==> src/rtl/mvu_cmd_scheduler.sv <==
// In-order MVU job scheduler: queues job descriptors and issues each one as an
// APB write of the MVU command CSR once the target MVU is idle.
package mvu_pkg;
    localparam int          BMVUA          = 3;
    localparam logic [11:0] CSR_MVUCOMMAND = 12'h040;
endpackage

module mvu_cmd_scheduler #(
    parameter int          NMVU           = 8,
    parameter int          BMVUA          = mvu_pkg::BMVUA,
    parameter int          APB_ADDR_WIDTH = BMVUA + 12,
    parameter int          QDEPTH         = 4,
    parameter int          BCNTDWN        = 29,
    parameter logic [11:0] CMD_OFFSET     = mvu_pkg::CSR_MVUCOMMAND
) (
    input  logic                       clk,
    input  logic                       rst,
    input  logic                       job_valid,
    output logic                       job_ready,
    input  logic [BMVUA-1:0]           job_mvu,
    input  logic [BCNTDWN-1:0]         job_countdown,
    input  logic [1:0]                 job_mulmode,
    input  logic                       job_maxen,
    input  logic [NMVU-1:0]            mvu_done,
    output logic                       apb_psel,
    output logic                       apb_penable,
    output logic                       apb_pwrite,
    output logic [APB_ADDR_WIDTH-1:0]  apb_paddr,
    output logic [31:0]                apb_pwdata,
    input  logic                       apb_pready,
    output logic [NMVU-1:0]            busy,
    output logic [$clog2(QDEPTH):0]    qcount,
    output logic [15:0]                jobs_issued,
    output logic                       spurious_done,
    output logic                       all_idle
);
    localparam int PW = $clog2(QDEPTH);

    typedef enum logic [1:0] {IDLE, SETUP, ACCESS} state_t;

    state_t             state;
    logic [BMVUA-1:0]   q_mvu  [QDEPTH];
    logic [BCNTDWN-1:0] q_cnt  [QDEPTH];
    logic [1:0]         q_mul  [QDEPTH];
    logic               q_max  [QDEPTH];
    logic [PW-1:0]      wr_ptr;
    logic [PW-1:0]      rd_ptr;
    logic [BMVUA-1:0]   cur_mvu;
    logic               full;
    logic               empty;
    logic               push;
    logic               pop;
    logic               launch;
    logic               spurious_hit;
    logic [NMVU-1:0]    busy_next;
    logic [31:0]        head_word;

    assign full      = (qcount == (PW+1)'(QDEPTH));
    assign empty     = (qcount == '0);
    assign job_ready = !full && !rst;
    assign push      = job_valid && job_ready;
    assign pop       = (state == ACCESS) && apb_pready;
    assign launch    = (state == IDLE) && !empty && !busy[q_mvu[rd_ptr]];
    assign all_idle  = empty && (busy == '0) && (state == IDLE);

    always_comb begin
        head_word                = '0;
        head_word[BCNTDWN-1:0]   = q_cnt[rd_ptr];
        head_word[29]            = q_max[rd_ptr];
        head_word[31:30]         = q_mul[rd_ptr];
    end

    // Issue sets the bit after completions clear, so a same-MVU collision leaves it busy.
    always_comb begin
        busy_next = busy & ~mvu_done;
        if (pop) begin
            busy_next[cur_mvu] = 1'b1;
        end
    end

    assign spurious_hit = (|(mvu_done & ~busy)) || (pop && mvu_done[cur_mvu]);

    always_ff @(posedge clk) begin
        if (push) begin
            q_mvu[wr_ptr] <= job_mvu;
            q_cnt[wr_ptr] <= job_countdown;
            q_mul[wr_ptr] <= job_mulmode;
            q_max[wr_ptr] <= job_maxen;
        end
    end

    always_ff @(posedge clk) begin
        if (rst) begin
            wr_ptr        <= '0;
            rd_ptr        <= '0;
            qcount        <= '0;
            busy          <= '0;
            jobs_issued   <= '0;
            spurious_done <= 1'b0;
        end else begin
            if (push) begin
                wr_ptr <= wr_ptr + 1'b1;
            end
            if (pop) begin
                rd_ptr      <= rd_ptr + 1'b1;
                jobs_issued <= jobs_issued + 16'd1;
            end
            case ({push, pop})
                2'b10:   qcount <= qcount + 1'b1;
                2'b01:   qcount <= qcount - 1'b1;
                default: qcount <= qcount;
            endcase
            busy <= busy_next;
            if (spurious_hit) begin
                spurious_done <= 1'b1;
            end
        end
    end

    // APB master; address and data stay latched from launch until the next launch.
    always_ff @(posedge clk) begin
        if (rst) begin
            state       <= IDLE;
            apb_psel    <= 1'b0;
            apb_penable <= 1'b0;
            apb_pwrite  <= 1'b0;
            apb_paddr   <= '0;
            apb_pwdata  <= '0;
            cur_mvu     <= '0;
        end else begin
            case (state)
                IDLE: begin
                    if (launch) begin
                        state      <= SETUP;
                        apb_psel   <= 1'b1;
                        apb_pwrite <= 1'b1;
                        apb_paddr  <= {q_mvu[rd_ptr], CMD_OFFSET};
                        apb_pwdata <= head_word;
                        cur_mvu    <= q_mvu[rd_ptr];
                    end
                end
                SETUP: begin
                    state       <= ACCESS;
                    apb_penable <= 1'b1;
                end
                ACCESS: begin
                    if (apb_pready) begin
                        state       <= IDLE;
                        apb_psel    <= 1'b0;
                        apb_penable <= 1'b0;
                        apb_pwrite  <= 1'b0;
                    end
                end
                default: state <= IDLE;
            endcase
        end
    end
endmodule

==> config.mk <==
export PLATFORM = sky130hd
export DESIGN_NAME = mvu_cmd_scheduler
export DESIGN_NICKNAME = d
export VERILOG_FILES = /design/src/rtl/mvu_cmd_scheduler.sv
export SDC_FILE = /design/constraint.sdc
export NUM_CORES = 1
export LEC_CHECK = 0
export CORE_AREA = 3 3 129 131
export DETAILED_ROUTE_END_ITERATION = 8
export DIE_AREA = 0 0 132 134
export HOLD_SLACK_MARGIN = 0.1
export PLACE_DENSITY = 0.8
export SYNTH_ARGS = -nofsm -noshare
export SYNTH_HDL_FRONTEND = slang
export SYNTH_SLANG_ARGS = --single-unit
==> constraint.sdc <==
create_clock -name clk -period 3.6 [get_ports clk]
set_input_delay 0.54 -clock clk [delete_from_list [all_inputs] [get_ports clk]]
set_output_delay 0.54 -clock clk [all_outputs]
set_load 0.01 [all_outputs]
==> metrics.sh <==
MET3WIRELENGTH_UM=1070
MOSTFREQUENTLAYOUTCELL='sky130_fd_sc_hd__edfxtp_1'
CRITPATHMAXFANOUT=5
AREA_OCCUPIED_BY_REGISTERS_MM2=0.00569
REPORT.FINAL.SETUP_VIOL=0
COUNT_OF_NON_FILLER_CELLS_IN_THE_FINISHED_LAYOUT=907
IO_BUFFER_COUNT=115
WORST_PATH_CELL_WITH_THE_LONGEST_STAGE_DELAY='sky130_fd_sc_hd__clkdlybuf4s50_1'
CLOCK_PATH_BUFFERS=3
WORST-SLEW-PIN-TRANSITION_NS=1.00
AVGVIACOUNTPERCELL=5.36
CRIT_PATH_START_KIND='flip-flop'
NETS=728
SYNTH.LIB_CELLS_USED.DISTINCT=45
DETAIL-ROUTE-ANTENNA-NETS=0
YOSYSTOPAREACELLSHARE_PCT=49.1
CP-STARTPOINT='state[1]'
WORST_SLEW_MARGIN_REL_PCT=33.2
SYNTH-EDFF-COUNT=140
DIEWIDTH_UM=132
TRITONCTS='done'
SETUP_REPAIR_AFTER_GLOBAL_ROUTING_MISSED_ITS_MARGIN='no'
YOSYS_MOST_USED_DFF='sky130_fd_sc_hd__edfxtp_1'
POSTSYNTHCELLCOUNT=557
UPPERMOST_LAYER_ROUTED='met4'
SYNTH-SEQ-CELLS=214
HPWL_DETAILED_UM=10200
CTS-ROOT-BUF='sky130_fd_sc_hd__clkbuf_16'
WORST_HOLD_SLACK_NS=0.470
CRITICAL_PATH_ARRIVAL_NS=2.21
GRT_OVERFLOW=0
PERIOD_NEEDED_NS=2.75
SYN_AREA_PER_CELL_UM2=15.4
SYNTH_TOP_AREA_CELL='sky130_fd_sc_hd__edfxtp_1'
FINALSETUPTNS_NS=0
GLOBALROUTETOTALUTIL_PCT=18.8
MIN_PERIOD_OVER_PERIOD_PCT=76.5
POSTSYNTH.ASYNCRESETSHARE_PCT=0
NUMPLACEDINSTANCES=866
GRT_ANTENNA_BEFORE_REPAIR=1
POST-CTS-SETUP-BUFFER-COUNT=0
FLOORPLAN.INITIALDENSITY_PCT=54.5
WORST_EP_REQUIRED_TIME_NS=3.06
FINAL_REPLACE_WEIGHTED_CONGESTION=0.847
RUN_STATUS='complete, no violations'
MAX_FREQ_MHz=363
MULTI_INPUT_AREA_MM2=0.00261
FLOORPLAN.ROWS=46
CRIT_FAMILY='simple AND/OR/NAND/NOR gates'
FINALHOLDVIOLATIONS=0
TIMING.CLOCK.SKEW_NS=0.00875
AVGROUTEDWIREPERCELL_UM=18.4
VIAS=4858
CTS_HOLD_REPAIR.BUFFERS=0
NUMCTSBUFFERS=22
SYNTH-SEQ-AREA-SHARE_PCT=66.4
WORSTSETUPPATHTYPE='reg2out'
LAYOUT.CELLS.MOST_COMMON_LIST='sky130_fd_sc_hd__edfxtp_1, sky130_fd_sc_hd__clkdlybuf4s50_1, sky130_fd_sc_hd__dfxtp_1'
GRT_PASS1_WL_UM=26700
MAX-CAP-VIOLATIONS=0
FINAL_LAYOUT_SIZE_SUFFIX_GT1_SHARE_PCT=12.2
DIEHEIGHT_UM=134
HTREE_NUM_LEVELS=1
WORSTPATHCELLLIST='or4_1 > nor4_1 > clkdlybuf4s50_1'
LAYOUT.CELL_AREA.NON_FILLER_MM2=0.0106
SYNTH.AREA.TOP_CELLS='sky130_fd_sc_hd__edfxtp_1, sky130_fd_sc_hd__dfxtp_1, sky130_fd_sc_hd__mux4_2'
BUFFERING_STAGE_COUNT_ON_THE_WORST_PATH_WITH_INVERTERS_INCLUDED=1
FP.COREAREA_MM2=0.0157
MET1WIRELENGTH_UM=6810
VIA_COUNT_OF_THE_FIRST_GLOBAL_ROUTING_PASS=5134
IO_PINS=127
CLOCK_EDGE_TRANSITION_AT_THE_REGISTERS_ON_THE_REPORTED_SETUP_AND_HOLD_PATHS_NS=0.06
AREA.GROWTH.SYNTH_TO_FINAL_PCT=23.4
FILLCELLCOUNT=1036
ROUTED_WIRELENGTH_UM=16700
DRT-INITIAL-DRC-COUNT=283
DIEAREA_MM2=0.0177
GRT_MAX_DEGREE=56
WORST_SETUP_PATH_END_KIND='output port'
DRC=0
CELLPOWERDENSITY_mW_PER_MM2=528
WORST_PATH_LARGEST_CELL_DELAY_NS=0.61
LEAKAGEPOWER_nW=3.53
TRITONCTS_NUM_SINKS=214
HOLD_START='apb_pwdata[10]'
FINISH.UTILIZATION_PCT=67.3
CLK-INSERTION-DELAY-LATE_NS=0.50
YOSYS_WARNINGS=0
WORST_IR_DROP_VDD_mV=0.419
SYNTHESIS.AREA_MM2=0.00857
CTS_RESIZED=0
TIMING_MAX_TRANSITION_VIOLATIONS_FINAL=0
AREA_AFTER_DPL_MM2=0.00985
DR_WL_MET2_UM=8460
FIRSTDRTPASSITERS=4
HP-CLASS='reg2reg'
-- where the power goes --
group | total, mW | internal [mW] | switching, mW
combinational | 0.559 | 0.303 | 0.257
clock | 2.23 | 1.33 | 0.897
sequential | 2.79 | 2.72 | 0.0635
total | 5.58 | 4.36 | 1.22
-- cell families after synthesis --
kind of cell | Yosys count | share of synthesized area, %
DFF | 214 | 66.4
and+or+nand+nor | 148 | 9.52
muxes | 80 | 14.9
buffers and inverters | 59 | 3.81
AOI/OAI and AO/OA | 31 | 2.54
xor gates and xnor gates | 17 | 1.74
adders and majority gates | 7 | 1.11
other | 1 | 0.0438
-- sequential cells by signal, summed over array words and instances (netlist names), named ones only --
| signal | cells |
|---|---|
| q_mvu | 12 |
| apb_pwrite | 1 |
| rd_ptr | 2 |
| busy | 8 |
| q_max | 4 |
| cur_mvu | 3 |
| jobs_issued | 16 |
| qcount | 3 |
| apb_penable | 1 |
| spurious_done | 1 |
| wr_ptr | 2 |
| q_cnt | 116 |
| apb_paddr | 1 |
| state | 2 |
| apb_pwdata | 32 |
| q_mul | 8 |
-- path summary, 6_finish.rpt --
kind / cells after the start / slack (ns) / endpoint
worst max register to register: 6 / 1.21 / apb_pwdata[12]
worst min register to register: 2 / 0.47 / apb_pwdata[10]
worst min-delay path: 2 / 0.47 / apb_pwdata[10]
worst max-delay path: 3 / 0.85 / all_idle
-- cell usage after synthesis (all sizes together) (2+ instances only) --
library cell and instances:
edfxtp 140, dfxtp 74, nand2b 69, mux2i 42, mux4 37, nor2 32, clkbuf 20, inv 20
buf 19, nand2 10, xnor2 9, xor2 8, a21oi 7, and3 7, ha 6, o21ai 6
nand4 5, nor2b 5, nor3 5, a32oi 4, or3 4, nand3 3, nor4 3, a22oi 2
a31oi 2, and2 2, o21ba 2, o22ai 2
-- metrics by stage --
| step | total power, mW | setup WS, ns |
|---|---|---|
| 6_report | 5.58 | 0.847 |
| 5_1_grt | 5.76 | 0.725 |
| 4_1_cts | 5.62 | 0.838 |
| 3_5_place_dp | 3.40 | 0.980 |
| 3_3_place_gp | 3.38 | 1.07 |
| 2_1_floorplan | 3.16 | 1.04 |
-- layer usage --
layer | global-route usage (%) | vias up
met5 | 0 | -
li1 | - | 2258
met2 | 33.9 | 147
met3 | 4.73 | 27
met4 | 4.73 | 0
met1 | 22.8 | 2426
-- worst register-to-register path, cell delays in order, from the launching register on --
cell and delay [ns]:
sky130_fd_sc_hd__dfxtp_1 0.40, sky130_fd_sc_hd__mux4_2 0.61, sky130_fd_sc_hd__mux2i_1 0.18, sky130_fd_sc_hd__mux2i_1 0.14, sky130_fd_sc_hd__o2bb2ai_4 0.40, sky130_fd_sc_hd__buf_12 0.31, sky130_fd_sc_hd__mux2i_1 0.26
-- layout make-up --
type | count | share of cell area [%]
Timing Repair Buffer | 122 | 11.5
Sequential cell | 214 | 53.8
Multi-Input combinational cell | 294 | 24.7
Clock inverter | 11 | 1.02
Tap cell | 216 | 2.56
Inverter | 20 | 0.710
Antenna cell | 1 | 0.0237
Clock buffer | 29 | 5.75
(Power assumes the default switching activity.)
